## src/rtl/gpr_wb_pkg.sv

```systemverilog
// Shared widths and the load tag record for the GPR writeback unit.
package gpr_wb_pkg;
  localparam int REG_AW = 5;
  localparam int DATA_W = 32;
  localparam int NREGS  = 1 << REG_AW;
  localparam logic [REG_AW-1:0] RA_REG = 5'd31;

  typedef struct packed {
    logic [REG_AW-1:0] dst;
    logic              kill;
  } wb_tag_t;
endpackage

```

## src/rtl/gpr_writeback_unit_tag_fifo.sv

```systemverilog
// wb_tag_fifo: in-order circular buffer of outstanding load destinations.
// Supports marking every live entry with a given dst as killed (WAW by a
// younger ALU write) and produces the pending-load scoreboard mask.
module wb_tag_fifo
  import gpr_wb_pkg::*;
#(
  parameter int LD_DEPTH = 4
) (
  input  logic              clk,
  input  logic              reset,
  input  logic              push,
  input  logic [REG_AW-1:0] push_dst,
  input  logic              pop,
  input  logic              kill_en,
  input  logic [REG_AW-1:0] kill_dst,
  output logic              full,
  output logic              empty,
  output wb_tag_t           head,
  output logic [NREGS-1:0]  pend_mask
);
  localparam int PW = $clog2(LD_DEPTH);

  wb_tag_t [LD_DEPTH-1:0] mem_q, mem_d;
  logic [PW:0] wr_ptr_q, wr_ptr_d, rd_ptr_q, rd_ptr_d;
  logic [PW:0] count;
  logic [LD_DEPTH-1:0] valid;
  logic do_push, do_pop;

  assign count   = wr_ptr_q - rd_ptr_q;
  assign full    = (count == (PW+1)'(LD_DEPTH));
  assign empty   = (count == '0);
  assign head    = mem_q[rd_ptr_q[PW-1:0]];
  assign do_push = push && !full;
  assign do_pop  = pop && !empty;

  // An entry is live when its distance from the read pointer is below count.
  for (genvar i = 0; i < LD_DEPTH; i++) begin : g_valid
    logic [PW-1:0] off;
    assign off      = PW'(i) - rd_ptr_q[PW-1:0];
    assign valid[i] = ({1'b0, off} < count);
  end

  // Kill matching live entries; the slot being pushed is not live yet, so a
  // same-cycle load to the same register survives (it is the younger one).
  always_comb begin
    mem_d = mem_q;
    for (int i = 0; i < LD_DEPTH; i++)
      if (kill_en && valid[i] && mem_q[i].dst == kill_dst) mem_d[i].kill = 1'b1;
    if (do_push) mem_d[wr_ptr_q[PW-1:0]] = '{dst: push_dst, kill: 1'b0};
  end

  // Pointer advance.
  always_comb begin
    wr_ptr_d = wr_ptr_q + (PW+1)'(do_push);
    rd_ptr_d = rd_ptr_q + (PW+1)'(do_pop);
  end

  // Scoreboard mask from live, unkilled entries (head still counts while popping).
  always_comb begin
    pend_mask = '0;
    for (int i = 0; i < LD_DEPTH; i++)
      if (valid[i] && !mem_q[i].kill) pend_mask[mem_q[i].dst] = 1'b1;
  end

  // State registers.
  always_ff @(posedge clk) begin
    if (reset) begin
      mem_q    <= '0;
      wr_ptr_q <= '0;
      rd_ptr_q <= '0;
    end else begin
      mem_q    <= mem_d;
      wr_ptr_q <= wr_ptr_d;
      rd_ptr_q <= rd_ptr_d;
    end
  end
endmodule

```

## src/rtl/gpr_writeback_unit.sv

```systemverilog
// gpr_writeback_unit: arbitrates ALU results and in-order load returns onto
// the single GPR write port. Load returns win; an ALU result that loses is
// parked in a one-entry skid and written on the next free cycle.
// Optional WB_STATS_EN adds saturating stall / killed-load counters.
module gpr_writeback_unit
  import gpr_wb_pkg::*;
#(
  parameter int LD_DEPTH = 4
) (
  input  logic              clk,
  input  logic              reset,
  input  logic              alu_valid,
  output logic              alu_ready,
  input  logic [REG_AW-1:0] alu_dst,
  input  logic              alu_jal,
  input  logic [DATA_W-1:0] alu_data,
  input  logic              ld_issue,
  input  logic [REG_AW-1:0] ld_dst,
  output logic              ld_ready,
  input  logic              ld_rvalid,
  input  logic [DATA_W-1:0] ld_rdata,
  output logic              wr_en,
  output logic [REG_AW-1:0] wr_addr,
  output logic [DATA_W-1:0] wr_data,
  output logic [NREGS-1:0]  pend_mask,
`ifdef WB_STATS_EN
  output logic [15:0]       stat_alu_stall,
  output logic [15:0]       stat_ld_kill,
`endif
  output logic              ld_err
);
  logic              skid_valid_q, skid_valid_d;
  logic [REG_AW-1:0] skid_dst_q, skid_dst_d;
  logic [DATA_W-1:0] skid_data_q, skid_data_d;
  logic              wr_en_q, wr_en_d;
  logic [REG_AW-1:0] wr_addr_q, wr_addr_d;
  logic [DATA_W-1:0] wr_data_q, wr_data_d;
  logic              ld_err_q, ld_err_d;
  logic              fifo_full, fifo_empty, alu_acc, ld_pop;
  logic [REG_AW-1:0] alu_eff_dst;
  wb_tag_t           head;

  assign alu_ready   = !skid_valid_q;
  assign alu_acc     = alu_valid && alu_ready;
  assign alu_eff_dst = alu_jal ? RA_REG : alu_dst;
  assign ld_ready    = !fifo_full;
  assign ld_pop      = ld_rvalid && !fifo_empty;

  wb_tag_fifo #(.LD_DEPTH(LD_DEPTH)) u_tag_fifo (
    .clk      (clk),
    .reset    (reset),
    .push     (ld_issue && ld_ready),
    .push_dst (ld_dst),
    .pop      (ld_pop),
    .kill_en  (alu_acc),
    .kill_dst (alu_eff_dst),
    .full     (fifo_full),
    .empty    (fifo_empty),
    .head     (head),
    .pend_mask(pend_mask)
  );

  // Write arbiter: load return > skid > fresh ALU; r0 and killed loads are
  // consumed without asserting wr_en.
  always_comb begin
    skid_valid_d = skid_valid_q;
    skid_dst_d   = skid_dst_q;
    skid_data_d  = skid_data_q;
    wr_en_d      = 1'b0;
    wr_addr_d    = wr_addr_q;
    wr_data_d    = wr_data_q;
    if (ld_pop) begin
      if (!head.kill && head.dst != '0) begin
        wr_en_d   = 1'b1;
        wr_addr_d = head.dst;
        wr_data_d = ld_rdata;
      end
      if (alu_acc) begin
        skid_valid_d = 1'b1;
        skid_dst_d   = alu_eff_dst;
        skid_data_d  = alu_data;
      end
    end else if (skid_valid_q) begin
      skid_valid_d = 1'b0;
      if (skid_dst_q != '0) begin
        wr_en_d   = 1'b1;
        wr_addr_d = skid_dst_q;
        wr_data_d = skid_data_q;
      end
    end else if (alu_acc && alu_eff_dst != '0) begin
      wr_en_d   = 1'b1;
      wr_addr_d = alu_eff_dst;
      wr_data_d = alu_data;
    end
  end

  // Sticky error on a return with no outstanding tag.
  always_comb ld_err_d = ld_err_q || (ld_rvalid && fifo_empty);

  // State registers.
  always_ff @(posedge clk) begin
    if (reset) begin
      skid_valid_q <= 1'b0;
      skid_dst_q   <= '0;
      skid_data_q  <= '0;
      wr_en_q      <= 1'b0;
      wr_addr_q    <= '0;
      wr_data_q    <= '0;
      ld_err_q     <= 1'b0;
    end else begin
      skid_valid_q <= skid_valid_d;
      skid_dst_q   <= skid_dst_d;
      skid_data_q  <= skid_data_d;
      wr_en_q      <= wr_en_d;
      wr_addr_q    <= wr_addr_d;
      wr_data_q    <= wr_data_d;
      ld_err_q     <= ld_err_d;
    end
  end

  assign wr_en   = wr_en_q;
  assign wr_addr = wr_addr_q;
  assign wr_data = wr_data_q;
  assign ld_err  = ld_err_q;

`ifdef WB_STATS_EN
  logic [15:0] stall_q, stall_d, kill_q, kill_d;

  // Saturating counters: stalled ALU offers and killed load pops.
  always_comb begin
    stall_d = stall_q;
    kill_d  = kill_q;
    if (alu_valid && !alu_ready && stall_q != 16'hFFFF) stall_d = stall_q + 16'd1;
    if (ld_pop && head.kill && kill_q != 16'hFFFF)      kill_d  = kill_q + 16'd1;
  end

  // Counter registers.
  always_ff @(posedge clk) begin
    if (reset) begin
      stall_q <= '0;
      kill_q  <= '0;
    end else begin
      stall_q <= stall_d;
      kill_q  <= kill_d;
    end
  end

  assign stat_alu_stall = stall_q;
  assign stat_ld_kill   = kill_q;
`endif
endmodule

```

## config.mk

```make
export PLATFORM = sky130hd
export DESIGN_NAME = gpr_writeback_unit
export DESIGN_NICKNAME = d
export VERILOG_FILES = /design/src/rtl/gpr_wb_pkg.sv /design/src/rtl/gpr_writeback_unit_tag_fifo.sv /design/src/rtl/gpr_writeback_unit.sv
export SDC_FILE = /design/constraint.sdc
export NUM_CORES = 1
export LEC_CHECK = 0
export CAP_MARGIN = 40
export CELL_PAD_IN_SITES_DETAIL_PLACEMENT = 1
export CELL_PAD_IN_SITES_GLOBAL_PLACEMENT = 1
export CORE_MARGIN = 4
export CORE_UTILIZATION = 38
export DETAILED_ROUTE_END_ITERATION = 10
export PLACE_DENSITY_LB_ADDON = 0.12
export RECOVER_POWER = 50
export SYNTH_ARGS = -nofsm -noshare
export SYNTH_HDL_FRONTEND = slang
export SYNTH_HIERARCHICAL = 1
export SYNTH_SLANG_ARGS = --single-unit
export TNS_END_PERCENT = 5
```

## constraint.sdc

```tcl
create_clock -name clk -period 4.8 [get_ports clk]
set_clock_uncertainty 0.05 [all_clocks]
set_input_delay 0.96 -clock clk [delete_from_list [all_inputs] [get_ports clk]]
set_output_delay 0.96 -clock clk [all_outputs]
set_load 0.02 [all_outputs]
```

### After elaboration in Yosys (flattened, before gate mapping)

Cells that the tools add are included.
Widths: inputs -> output; s select.

* multiplexer cells: 38
* add/sub/neg operators: 7
* equality and inequality tests: 7
* bitwise gates (word level): 4
* $lt $le $gt $ge: 15
* reductions and logical operators: 42

Operators by type and width (count)
* $mux 32: 9
* $or 32x32->32: 3
* $mux 5: 6
* $logic_and 1x1->1: 25
* $bwmux 24: 1
* $lt 5x6->1 const B: 4
* $demux 1 s5: 4
* $eq 5x5->1: 4
* $ge 5x1->1 const B: 4
* $mux 19: 1
* $reduce_bool 5->1: 3
* $mux 1: 13
* $bmux 6 s2: 1
* $demux 6 s2: 1
* $lt 2x3->1: 4
* $mux 6: 2
* $logic_not 1->1: 8
* $add 3x1->3: 2
* $lt 2x3->1 const B: 2
* $sub 1x2->2 const A: 2
* $sub 2x2->2 const A: 2
* $eq 3x3->1 const B: 1
* $logic_not 3->1: 1
* $ne 3x1->1 const B: 1
* other kinds (9): 9

* bits of input ports: 80
* flip-flop bits (word level): 107
* word-level logic and storage cells: 130

### Longest topological paths before layout

Gate-level depths: netlist of the first run.

* depth after elaboration: 11
* mapped depth: 14
* mapped depth without buffers: 13

### Modules after synthesis

The synthesis of the first run kept the hierarchy.

By module, submodules not included
* gpr_writeback_unit: cells an instance 436, instances 1, area each 3779.9 um2
* wb_tag_fifo: cells an instance 360, instances 1, area each 3004.1 um2

### Worst setup path after synthesis of the first run

Ideal clock, no wire load.

* path type: flip-flop to output port
* start: register u_tag_fifo.rd_ptr_q[1]
* end: output pend_mask[11]
* setup slack: 1.037 ns
* data arrival time: 2.753 ns
* cell stages (with the launch flop): 12
* required time: 3.790 ns
* cells stage by stage: dfxtp_1 clkbuf_1 inv_1 fa_1 inv_1 ha_1 nor2b_1 o21a_4 nor4bb_1 buf_2 a22oi_1 nand2_1

* cells in the longest elaborated chain, start to end: 10

RTL lines
* from (decl): line gpr_writeback_unit_tag_fifo.sv:24 `logic [PW:0] wr_ptr_q, wr_ptr_d, rd_ptr_q, rd_ptr_d;`
* from (signal assigned): line gpr_writeback_unit_tag_fifo.sv:74 `rd_ptr_q <= rd_ptr_d;`
* $sub 3x3->3 / $sub 1x2->2 (equally long branches): line gpr_writeback_unit_tag_fifo.sv:29, gpr_writeback_unit_tag_fifo.sv:39
* $lt 2x3->1: line gpr_writeback_unit_tag_fifo.sv:40 `assign valid[i] = ({1'b0, off} < count);`
* $logic_and 1x1->1: line gpr_writeback_unit_tag_fifo.sv:62 `if (valid[i] && !mem_q[i].kill) pend_mask[mem_q[i].dst] = 1'b1;`
* $mux 32: line gpr_writeback_unit_tag_fifo.sv:62
* $or 32x32->32 (no source line)
* $mux 32: line gpr_writeback_unit_tag_fifo.sv:62
* $or 32x32->32 (no source line)
* $mux 32: line gpr_writeback_unit_tag_fifo.sv:62
* $or 32x32->32 (no source line)
* $mux 32 (*): line gpr_writeback_unit_tag_fifo.sv:62
* to (decl): line gpr_writeback_unit.sv:25 `output logic [NREGS-1:0] pend_mask,`

Every way passes the cells marked *; elsewhere a longest branch is shown, timed or not.

### Final worst setup path of the first run

* start: register u_tag_fifo.wr_ptr_q[0]
* end: output pend_mask[1]

* cells in the longest elaborated chain, start to end: 10

RTL lines
* from (decl): line gpr_writeback_unit_tag_fifo.sv:24
* from (signal assigned): line gpr_writeback_unit_tag_fifo.sv:73 `wr_ptr_q <= wr_ptr_d;`
* $sub 3x3->3 (*): line gpr_writeback_unit_tag_fifo.sv:29 `assign count = wr_ptr_q - rd_ptr_q;`
* $lt 2x3->1: line gpr_writeback_unit_tag_fifo.sv:40
* $logic_and 1x1->1: line gpr_writeback_unit_tag_fifo.sv:62
* $mux 32: line gpr_writeback_unit_tag_fifo.sv:62
* $or 32x32->32 (no source line)
* $mux 32: line gpr_writeback_unit_tag_fifo.sv:62
* $or 32x32->32 (no source line)
* $mux 32: line gpr_writeback_unit_tag_fifo.sv:62
* $or 32x32->32 (no source line)
* $mux 32 (*): line gpr_writeback_unit_tag_fifo.sv:62

Marks and branches as above.

==> impl_metrics.csv, run 1 <==
group,metric,value,unit
run_status,status,"finished, violations left",
run_status,violations,"max-capacitance violations, max-slew violations",
global_route,grt_pass1_vias,6730,
power,power_density,543,nW/um2
timing,fmaxAchievable,212,MHz
synth,yosysSeqAreaShare,0.316,
routing,vias_per_cell,5.62,
worst_setup_path,r2r-end,"skid_data_q[21]",
timing,finalSetupViolations,0,
global_route,grt_pass1_wl,36100,um
synth,synth_mux_area_frac,0.159,
routing,dr.max_layer_used,"met4",
floorplan,io_pins,153,
timing,relSlewSlack,-0.144,
timing,timing.final.crit_share,0.981,
routing,drtPass1Iterations,7,
clock_tree,clk_path_buf_depth,2,
worst_setup_path,crit_path_max_fanout,5,
routing,wirelength,23200,um
timing,finalHoldViolCount,0,
run,drv_cap,1,
worst_setup_path,r2r_start,"u_tag_fifo/wr_ptr_q[0]",
synth,synth_ff_type,"dfxtp_1",
clock_tree,h-tree-depth,3,
floorplan,die-height,142,um
placed_design,io_buffers,152,
synth,synth_top_family_by_area,"simple AND/OR/NAND/NOR gates",
synth,synth_simple_gate_area_frac,0.252,
synth,avgSynthCellArea,8.52,um2
synth,syn_inst,796,
worst_setup_path,startpoint_type,"register",
clock_tree,cts-root-buf,"clkbuf_16",
routing,met1_length,9850,um
floorplan,die_area,20100,um2
power,power_leakage,3.85,nW
floorplan,initial_core_util,0.390,
clock_tree,cts_tree,"yes",
synth,async_flop_share,0,
synth,ys_warn_count,6,
finish,antenna_cells,0,
finish,fill_cells,1981,
synth,yosysUniqueCellTypes,54,
placed_design,placed_cell_area,8450,um2
timing,timing.final.crit_period,4.71,ns
worst_setup_path,arrival,3.70,ns
finish,drive_gt1_frac,0.0854,
floorplan,rows,48,
placed_design,gp_congestion,0.942,
clock_tree,cts_sinks,107,
power,p_total,4.78,mW
finish,nets,1000,
global_route,grt_overflow,0,
global_route,grt_max_degree,99,
timing,rsz0062_at_grt,"true",
worst_setup_path,crit_end,"pend_mask[1]",
timing,finalMaxSlewViolations,38,
routing,dr_wl_met3,1150,um
finish,syn_to_final_growth,30.0,%
routing,vias,6398,
routing,drt_iter0_markers,424,
worst_setup_path,worst-r2r-setup-slack,0.91,ns
synth,synth_xor_area_frac,0.0334,
worst_setup_path,crit_start,"u_tag_fifo/wr_ptr_q[0]",
synth,synth_area,6780,um2
timing,setup-tns-final,0,ns
global_route,antenna_found_initial,0,
clock_tree,clkTransAtPathRegs,0.07,ns
floorplan,core,17400,um2
synth,synth-edff-count,0,
timing,hold_slack,0.406,ns
floorplan,die_w,142,um
synth,synth_compound_area_frac,0.160,
power,ir_worst_vdd,0.000475,V
finish,fin_area,8820,um2
routing,routedWlPerCell,20.4,um
synth,ys_ff_latch,107,
synth,syn_nets,888,
routing,dr_wl_met2,11700,um
worst_setup_path,r2r_cells,12,
worst_setup_path,crit_required,3.79,ns
worst_hold_path,hp-class,"register to register",
synth,yosys.area_share.adder,0.0232,
worst_setup_path,cp-end-kind,"output port",
routing,drc,0,
worst_setup_path,critical_path_class,"register to output port",
timing,tightest_slew,1.72,ns
clock_tree,cts_buffers,9,
clock_tree,clock_latency,0.36,ns
routing,route.antenna.remaining_nets,0,
global_route,grt_usage,0.225,
placed_design,hpwlAfterDp,16500,um
worst min-delay path by stage:
stage,start,to,depth (start not counted)
after global routing,skid_data_q[14],skid_data_q[14],2
final,skid_data_q[27],skid_data_q[27],2
after global placement,skid_data_q[2],skid_data_q[2],2
after detailed placement,skid_data_q[26],skid_data_q[26],2
after floorplan,skid_data_q[0],skid_data_q[0],2
after CTS,skid_data_q[14],skid_data_q[14],2
registers in the layout, summed over array words and instances (netlist names):
name,flops
wr_addr,5
ld_err,1
u_tag_fifo/rd_ptr_q,3
skid_data_q,32
wr_en,1
u_tag_fifo/mem_q,24
wr_data,32
u_tag_fifo/wr_ptr_q,3
skid_dst_q,5
skid_valid_q,1
synthesized netlist by cell type, drive strengths merged (3+ instances only):
master / instances / area share
a211o: 38 / 0.049
a21oi: 34 / 0.025
a22oi: 58 / 0.064
and3: 5 / 0.0046
and3b: 7 / 0.0090
buf: 25 / 0.024
clkbuf: 49 / 0.027
dfxtp: 107 / 0.32
ha: 11 / 0.020
inv: 12 / 0.0066
mux2i: 94 / 0.14
mux4: 6 / 0.020
nand2: 106 / 0.059
nand2b: 40 / 0.037
nand4: 3 / 0.0028
nor2: 88 / 0.049
nor2b: 11 / 0.010
nor3: 21 / 0.021
nor3b: 13 / 0.015
nor4: 6 / 0.010
nor4b: 9 / 0.020
o21a: 3 / 0.0055
o21ai: 3 / 0.0044
or2: 5 / 0.0046
xnor2: 18 / 0.023
xor2: 5 / 0.0065
metal layers:
metal,GRT usage,vias up
met1,0.278,3129
met3,0.0361,43
met2,0.394,204
met4,0.0793,0
li1,-,3022
met5,0,-
cells by family after synthesis:
group | after synthesis
simple gates | 322
xor+xnor | 24
flops | 107
compound gates | 145
mux | 100
buf+inv | 86
fa+ha+maj | 12
power breakdown:
part	switching [mW]	internal, mW
logic	1.61	1.14
registers	0.192	1.10
clock network	0.359	0.372
total	2.16	2.62
metrics by stage:
step           setup WS [ns]  std cells  utilization
6_report              0.0889       1138        0.506
5_1_grt              -0.0783       1138        0.506
4_1_cts              -0.0135       1138        0.503
3_5_place_dp           0.146       1119        0.485
3_3_place_gp           0.291       1116        0.481
2_1_floorplan           1.04        796            -
critical path, cell delays in order, from the launching register on:
cell and delay [ns]:
dfxtp_2 0.36, inv_2 0.12, ha_1 0.21, inv_1 0.07, fa_1 0.50, inv_1 0.11
ha_1 0.29, nor2_1 0.05, o21a_4 0.24, nor4b_4 0.36, buf_4 0.23, a22oi_1 0.08
nand2_1 0.11, clkdlybuf4s50_1 0.61
placed cells by master (no fill, tap or decap), types with 4 or more instances in the layout:
master and instances:
nand2_1 106, dfxtp_1 105, mux2i_1 94, clkdlybuf4s50_1 89, nor2_1 87, a22oi_1 58, dlygate4sd3_1 40, nand2b_1 39
a211o_1 38, a21oi_1 34, dlymetal6s2s_1 22, buf_4 20, xnor2_1 18, nor3_1 17, nor3b_1 12, nor2b_1 11
ha_1 11, inv_1 10, clkbuf_16 9, and3b_1 6, mux4_2 6, or2_2 5, xor2_1 5, nor4b_1 5
nor4b_4 4
timing repair:
| item | in CTS | in global routing |
|---|---|---|
| gates resized for setup | 5 | 27 |
| hold buffers | 0 | 0 |
| gates cloned | 0 | 0 |
| buffers inserted | 3 | 0 |
| endpoints found under the hold margin | 0 | 0 |
| endpoints found under the setup margin | 32 | 32 |
| pin swaps | 2 | 0 |
area by class of cell:
cell class                 count  area, um2  area share
clock buffer                  10        239      0.0271
clock inverter                 6       48.8     0.00553
inverter                      12       45.0     0.00511
multi-input combinational    603       4260       0.484
sequential                   107       2140       0.243
tap                          225        282      0.0319
timing repair buffer         175       1800       0.204
No activity file was read; power rests on OpenSTA's default activity.
==> inputs of run 2 (changes only) <==
- PLACE_DENSITY: default -> 0.85
- PLACE_DENSITY_LB_ADDON: 0.12 -> default
==> run 2 against run 1 <==
Net effect: the run now ends clean; via count shrank 0.77%; design area shrank 1.9%; clock power shrank 2%; hold slack is essentially flat; critical path type unchanged; highest routed layer unchanged.
==> impl_metrics.csv, run 2 (synthesis results as in run 1) <==
group,metric,value,unit
floorplan,die-height,142,um
finish,fin_area,8650,um2
clock_tree,cts_sinks,107,
timing,timing.final.crit_share,0.962,
timing,hold_slack,0.406,ns
global_route,antenna_found_initial,0,
routing,drtPass1Iterations,5,
finish,drive_gt1_frac,0.0813,
floorplan,die_area,20100,um2
timing,tightest_slew,1.40,ns
clock_tree,clkTransAtPathRegs,0.07,ns
global_route,grt_pass1_vias,6725,
timing,finalSetupViolations,0,
clock_tree,cts-root-buf,"clkbuf_16",
run_status,status,"finished, final reports clean",
timing,worst_slack,0.182,ns
clock_tree,h-tree-depth,3,
placed_design,preCtsSetupSlack,0.286,ns
clock_tree,cts_buffers,9,
finish,fill_cells,2049,
worst_setup_path,crit_required,3.79,ns
placed_design,placed_cell_area,8390,um2
routing,wirelength,22300,um
global_route,grt_pass1_wl,35600,um
worst_hold_path,hp-class,"register to register",
clock_tree,cts_tree,"yes",
routing,vias_per_cell,5.59,
placed_design,gp_congestion,0.916,
placed_design,io_buffers,152,
power,ir_worst_vdd,0.000472,V
finish,regArea,2140,um2
worst_setup_path,crit_path_max_fanout,7,
power,power_density,555,nW/um2
global_route,grt_usage,0.220,
floorplan,io_pins,153,
global_route,grt_max_degree,86,
placed_design,hpwlAfterDp,15700,um
timing,fmaxAchievable,217,MHz
routing,vias,6349,
finish,syn_to_final_growth,27.6,%
finish,final_cell_mix,"106 x nand2_1, 106 x dfxtp_1, 94 x mux2i_1",
finish,fin_cells,1135,
timing,rsz0062_at_grt,"false",
timing,relSlewSlack,0.0684,
run,drv_cap,0,
floorplan,die_w,142,um
floorplan,rows,48,
timing,finalHoldViolCount,0,
routing,drc,0,
floorplan,core,17400,um2
clock_tree,clk_path_buf_depth,2,
placed_design,dp.cells,1118,
finish,antenna_cells,0,
routing,routedWlPerCell,19.6,um
finish,fin_util,0.497,
timing,timing.final.crit_period,4.62,ns
power,power_leakage,3.60,nW
routing,route.antenna.remaining_nets,0,
finish,multi_input_area,4240,um2
finish,nets,998,
worst_setup_path,startpoint_type,"register",
floorplan,initial_core_util,0.390,
worst_setup_path,arrival,3.61,ns
worst_setup_path,critical_path_class,"register to output port",
timing,finalMaxSlewViolations,0,
clock_tree,clock_latency,0.36,ns
global_route,grt_overflow,0,
routing,drt_iter0_markers,404,
worst_setup_path,cp-end-kind,"output port",
clock_tree,ctsHoldBuffers,0,
[run 2: cell types whose count changed in the layout (fill, tap and decap cells not counted), moves of 2 or more]
| cell | previous run | this run |
|---|---|---|
| nor2_1 | 87 | 85 |
| buf_16 | 2 | 0 |
| clkdlybuf4s50_1 | 89 | 85 |
| dlymetal6s2s_1 | 22 | 6 |
| nor3_1 | 17 | 20 |
| nor2_2 | 1 | 3 |
| dlygate4sd2_1 | 0 | 20 |
| nor3_4 | 3 | 1 |
[run 2: what timing repair did]
item,CTS,global route
endpoints found under the setup margin,32,12
gates cloned,0,0
pin swaps,0,1
buffers inserted,0,2
resized for setup,28,13
[run 2: stage by stage]
| step | total power, mW | TNS, ns |
|---|---|---|
| final | 4.80 | 0 |
| after global placement | 3.98 | 0 |
| after global routing | 5.13 | 0 |
| after floorplan | 3.26 | 0 |
| after detailed placement | 4.08 | 0 |
| after CTS | 4.83 | -0.146 |
[run 2: cell type report]
class / count / share of cell area
Inverter: 12 / 0.00521
Multi-Input combinational cell: 603 / 0.490
Tap cell: 225 / 0.0325
Timing Repair Buffer: 173 / 0.192
Sequential cell: 107 / 0.248
Clock buffer: 9 / 0.0260
Clock inverter: 6 / 0.00578
[run 2: per-layer routing]
| metal | global-route usage | vias to the layer above | share of wire |
|---|---|---|---|
| met3 | 0.0280 | 50 | 0.061 |
| met1 | 0.286 | 3033 | 0.44 |
| li1 | - | 3023 | - |
| met4 | 0.0965 | 0 | 0.031 |
| met5 | 0 | - | 0 |
| met2 | 0.368 | 243 | 0.46 |
[run 2: final timing paths]
| check | startpoint | to | slack, ns | depth (start not counted) |
|---|---|---|---|---|
| hold reg to reg | skid_data_q[11] | skid_data_q[11] | 0.41 | 2 |
| setup / recovery | u_tag_fifo/wr_ptr_q[0] | pend_mask[23] | 0.18 | 13 |
| hold / removal | skid_data_q[11] | skid_data_q[11] | 0.41 | 2 |
| setup reg to reg | u_tag_fifo/wr_ptr_q[0] | wr_data[26] | 0.54 | 11 |
[run 2: critical path, cell delays in order (launching register included)]
cell	delay [ns]
dfxtp_1	0.41
inv_2	0.07
ha_1	0.24
inv_1	0.08
fa_1	0.44
inv_2	0.13
ha_1	0.23
nor2b_1	0.14
o21a_2	0.27
buf_4	0.20
nor3_1	0.27
a221oi_2	0.07
nand2_1	0.08
clkdlybuf4s50_1	0.60
[run 2: report_power, final]
part | internal, mW | leakage, nW | switching [mW] | total, mW
logic | 1.16 | 2.59 | 1.65 | 2.81
clock network | 0.356 | 0.134 | 0.359 | 0.715
registers | 1.10 | 0.875 | 0.171 | 1.27
total | 2.62 | 3.60 | 2.18 | 4.80
==> inputs of run 3 (changes only) <==
- CAP_MARGIN: 40 -> default
- SETUP_SLACK_MARGIN: default -> 0.02
==> run 3 against run 2 <==
Net effect: sequential share of layout area about the same; maximum frequency up 0.14%; register-to-register slack worse by 0.02 ns; sequential cell count unchanged; largest cell class unchanged; highest routed layer unchanged.
==> impl_metrics.csv, run 3 (synthesis results as in run 1) <==
group,metric,value,unit
run_status,status,"finished, final reports clean",
routing,vias,6401,
finish,drive_gt1_frac,0.0802,
timing,tightest_slew,1.39,ns
clock_tree,clk_path_buf_depth,2,
worst_hold_path,hp-start,"skid_data_q[11]",
clock_tree,cts_buffers,9,
power,p_switching,2.18,mW
global_route,grt_use_met1,0.286,
worst_setup_path,critical_path_class,"register to output port",
global_route,grt_pass1_vias,6725,
finish,final_cell_mix,"106 x nand2_1, 106 x dfxtp_1, 94 x mux2i_1",
finish,antenna_cells,0,
floorplan,io_pins,153,
power,power_frac_seq,0.267,
floorplan,core,17400,um2
placed_design,hpwlAfterDp,15700,um
power,power_leakage,3.58,nW
global_route,grt_usage,0.220,
timing,fmaxAchievable,217,MHz
worst_setup_path,startpoint_type,"register",
timing,finalMaxSlewViolations,0,
global_route,grt_use_met2,0.368,
worst_hold_path,hp-class,"register to register",
timing,timing.final.crit_share,0.961,
routing,drc,0,
worst_setup_path,crit_required,3.79,ns
power,comb_power_share,0.584,
routing,routedWlPerCell,19.7,um
global_route,grt.met3_usage,0.0280,
floorplan,die_area,20100,um2
power,ir_worst_vdd,0.000401,V
power,p_sw_frac,0.455,
finish,syn_to_final_growth,27.3,%
global_route,grt-busiest-layer,"met2",
routing,drt_iter0_markers,363,
placed_design,io_buffers,152,
floorplan,rows,48,
floorplan,initial_core_util,0.390,
global_route,grt_overflow,0,
power,p_clk_frac,0.149,
placed_design,gp_congestion,0.916,
clock_tree,cts_tree,"yes",
worst_setup_path,cp-end-kind,"output port",
power,power_density,554,nW/um2
clock_tree,h-tree-depth,3,
clock_tree,ctsHoldBuffers,0,
clock_tree,cts_sinks,107,
floorplan,die-height,142,um
clock_tree,clkTransAtPathRegs,0.07,ns
worst_setup_path,arrival,3.60,ns
power,p_int,2.61,mW
floorplan,die_w,142,um
routing,wirelength,22400,um
timing,finalSetupViolations,0,
global_route,antenna_found_initial,0,
clock_tree,clock_latency,0.36,ns
global_route,grt_max_degree,86,
timing,hold_slack,0.406,ns
timing,relSlewSlack,0.0714,
clock_tree,cts-root-buf,"clkbuf_16",
global_route,grt_pass1_wl,35600,um
finish,nets,998,
timing,finalHoldViolCount,0,
routing,drtPass1Iterations,5,
timing,timing.final.crit_period,4.61,ns
routing,vias_per_cell,5.64,
routing,route.antenna.remaining_nets,0,
run,drv_cap,0,
worst_setup_path,r2r_start,"u_tag_fifo/wr_ptr_q[0]",
timing,rsz0062_at_grt,"true",
timing,setup-tns-final,0,ns
worst_setup_path,crit_start,"u_tag_fifo/wr_ptr_q[0]",
worst_setup_path,crit_path_max_fanout,8,
==> run 3: power groups by stage <==
stage,clock network (mW),logic [mW],registers [mW]
detailed placement,0,2.78,1.30
floorplan,0,1.91,1.35
global route,0.771,3.03,1.30
global placement,0,2.70,1.28
CTS,0.734,2.79,1.28
finish,0.714,2.80,1.28
==> run 3: worst max-delay path, stage by stage, from the launching register on <==
cell             delay, ns
dfxtp_1               0.41
inv_2                 0.07
ha_1                  0.25
inv_1                 0.09
fa_1                  0.44
inv_2                 0.13
ha_1                  0.25
nor2b_1               0.15
o21ai_2               0.20
and3b_1               0.43
a22oi_1               0.12
nand2_1               0.09
clkdlybuf4s50_1       0.60
==> run 3: final timing paths <==
kind                           to  slack [ns]  cells after the start
setup / recovery    pend_mask[28]        0.19                     12
hold / removal    skid_data_q[11]        0.41                      2
setup reg to reg      wr_data[26]        0.52                     11
hold reg to reg   skid_data_q[11]        0.41                      2
==> run 3: area by class of cell <==
| class | count | area (um2) |
|---|---|---|
| clock inverters | 6 | 50.0 |
| multi-input cells | 603 | 4240 |
| inverters | 12 | 45.0 |
| clock buffers | 9 | 225 |
| well taps | 225 | 282 |
| fillers | 2057 | 8780 |
| repair buffers | 173 | 1660 |
| flip-flops and latches | 107 | 2140 |
==> run 3: repair_timing <==
action,in CTS,in global routing
endpoints found under the setup margin,32,9
setup buffers,0,2
gates resized for setup,31,9
pin swaps,0,1
==> run 3: per-stage QoR <==
stage	std cells	power, mW	worst slack [ns]	area (um2)	utilization
6_report	1135	4.79	0.189	8640	0.496
4_1_cts	1133	4.81	-0.0928	8650	0.497
3_3_place_gp	1118	3.98	0.417	8390	0.482
2_1_floorplan	796	3.26	1.04	6780	-
5_1_grt	1135	5.11	0.0388	8640	0.496
3_5_place_dp	1118	4.08	0.286	8390	0.482
==> run 3: routing by layer <==
metal | vias up | part of all wire
li1 | 3022 | -
met1 | 3058 | 0.45
met2 | 259 | 0.46
met3 | 62 | 0.055
met4 | 0 | 0.034
met5 | - | 0
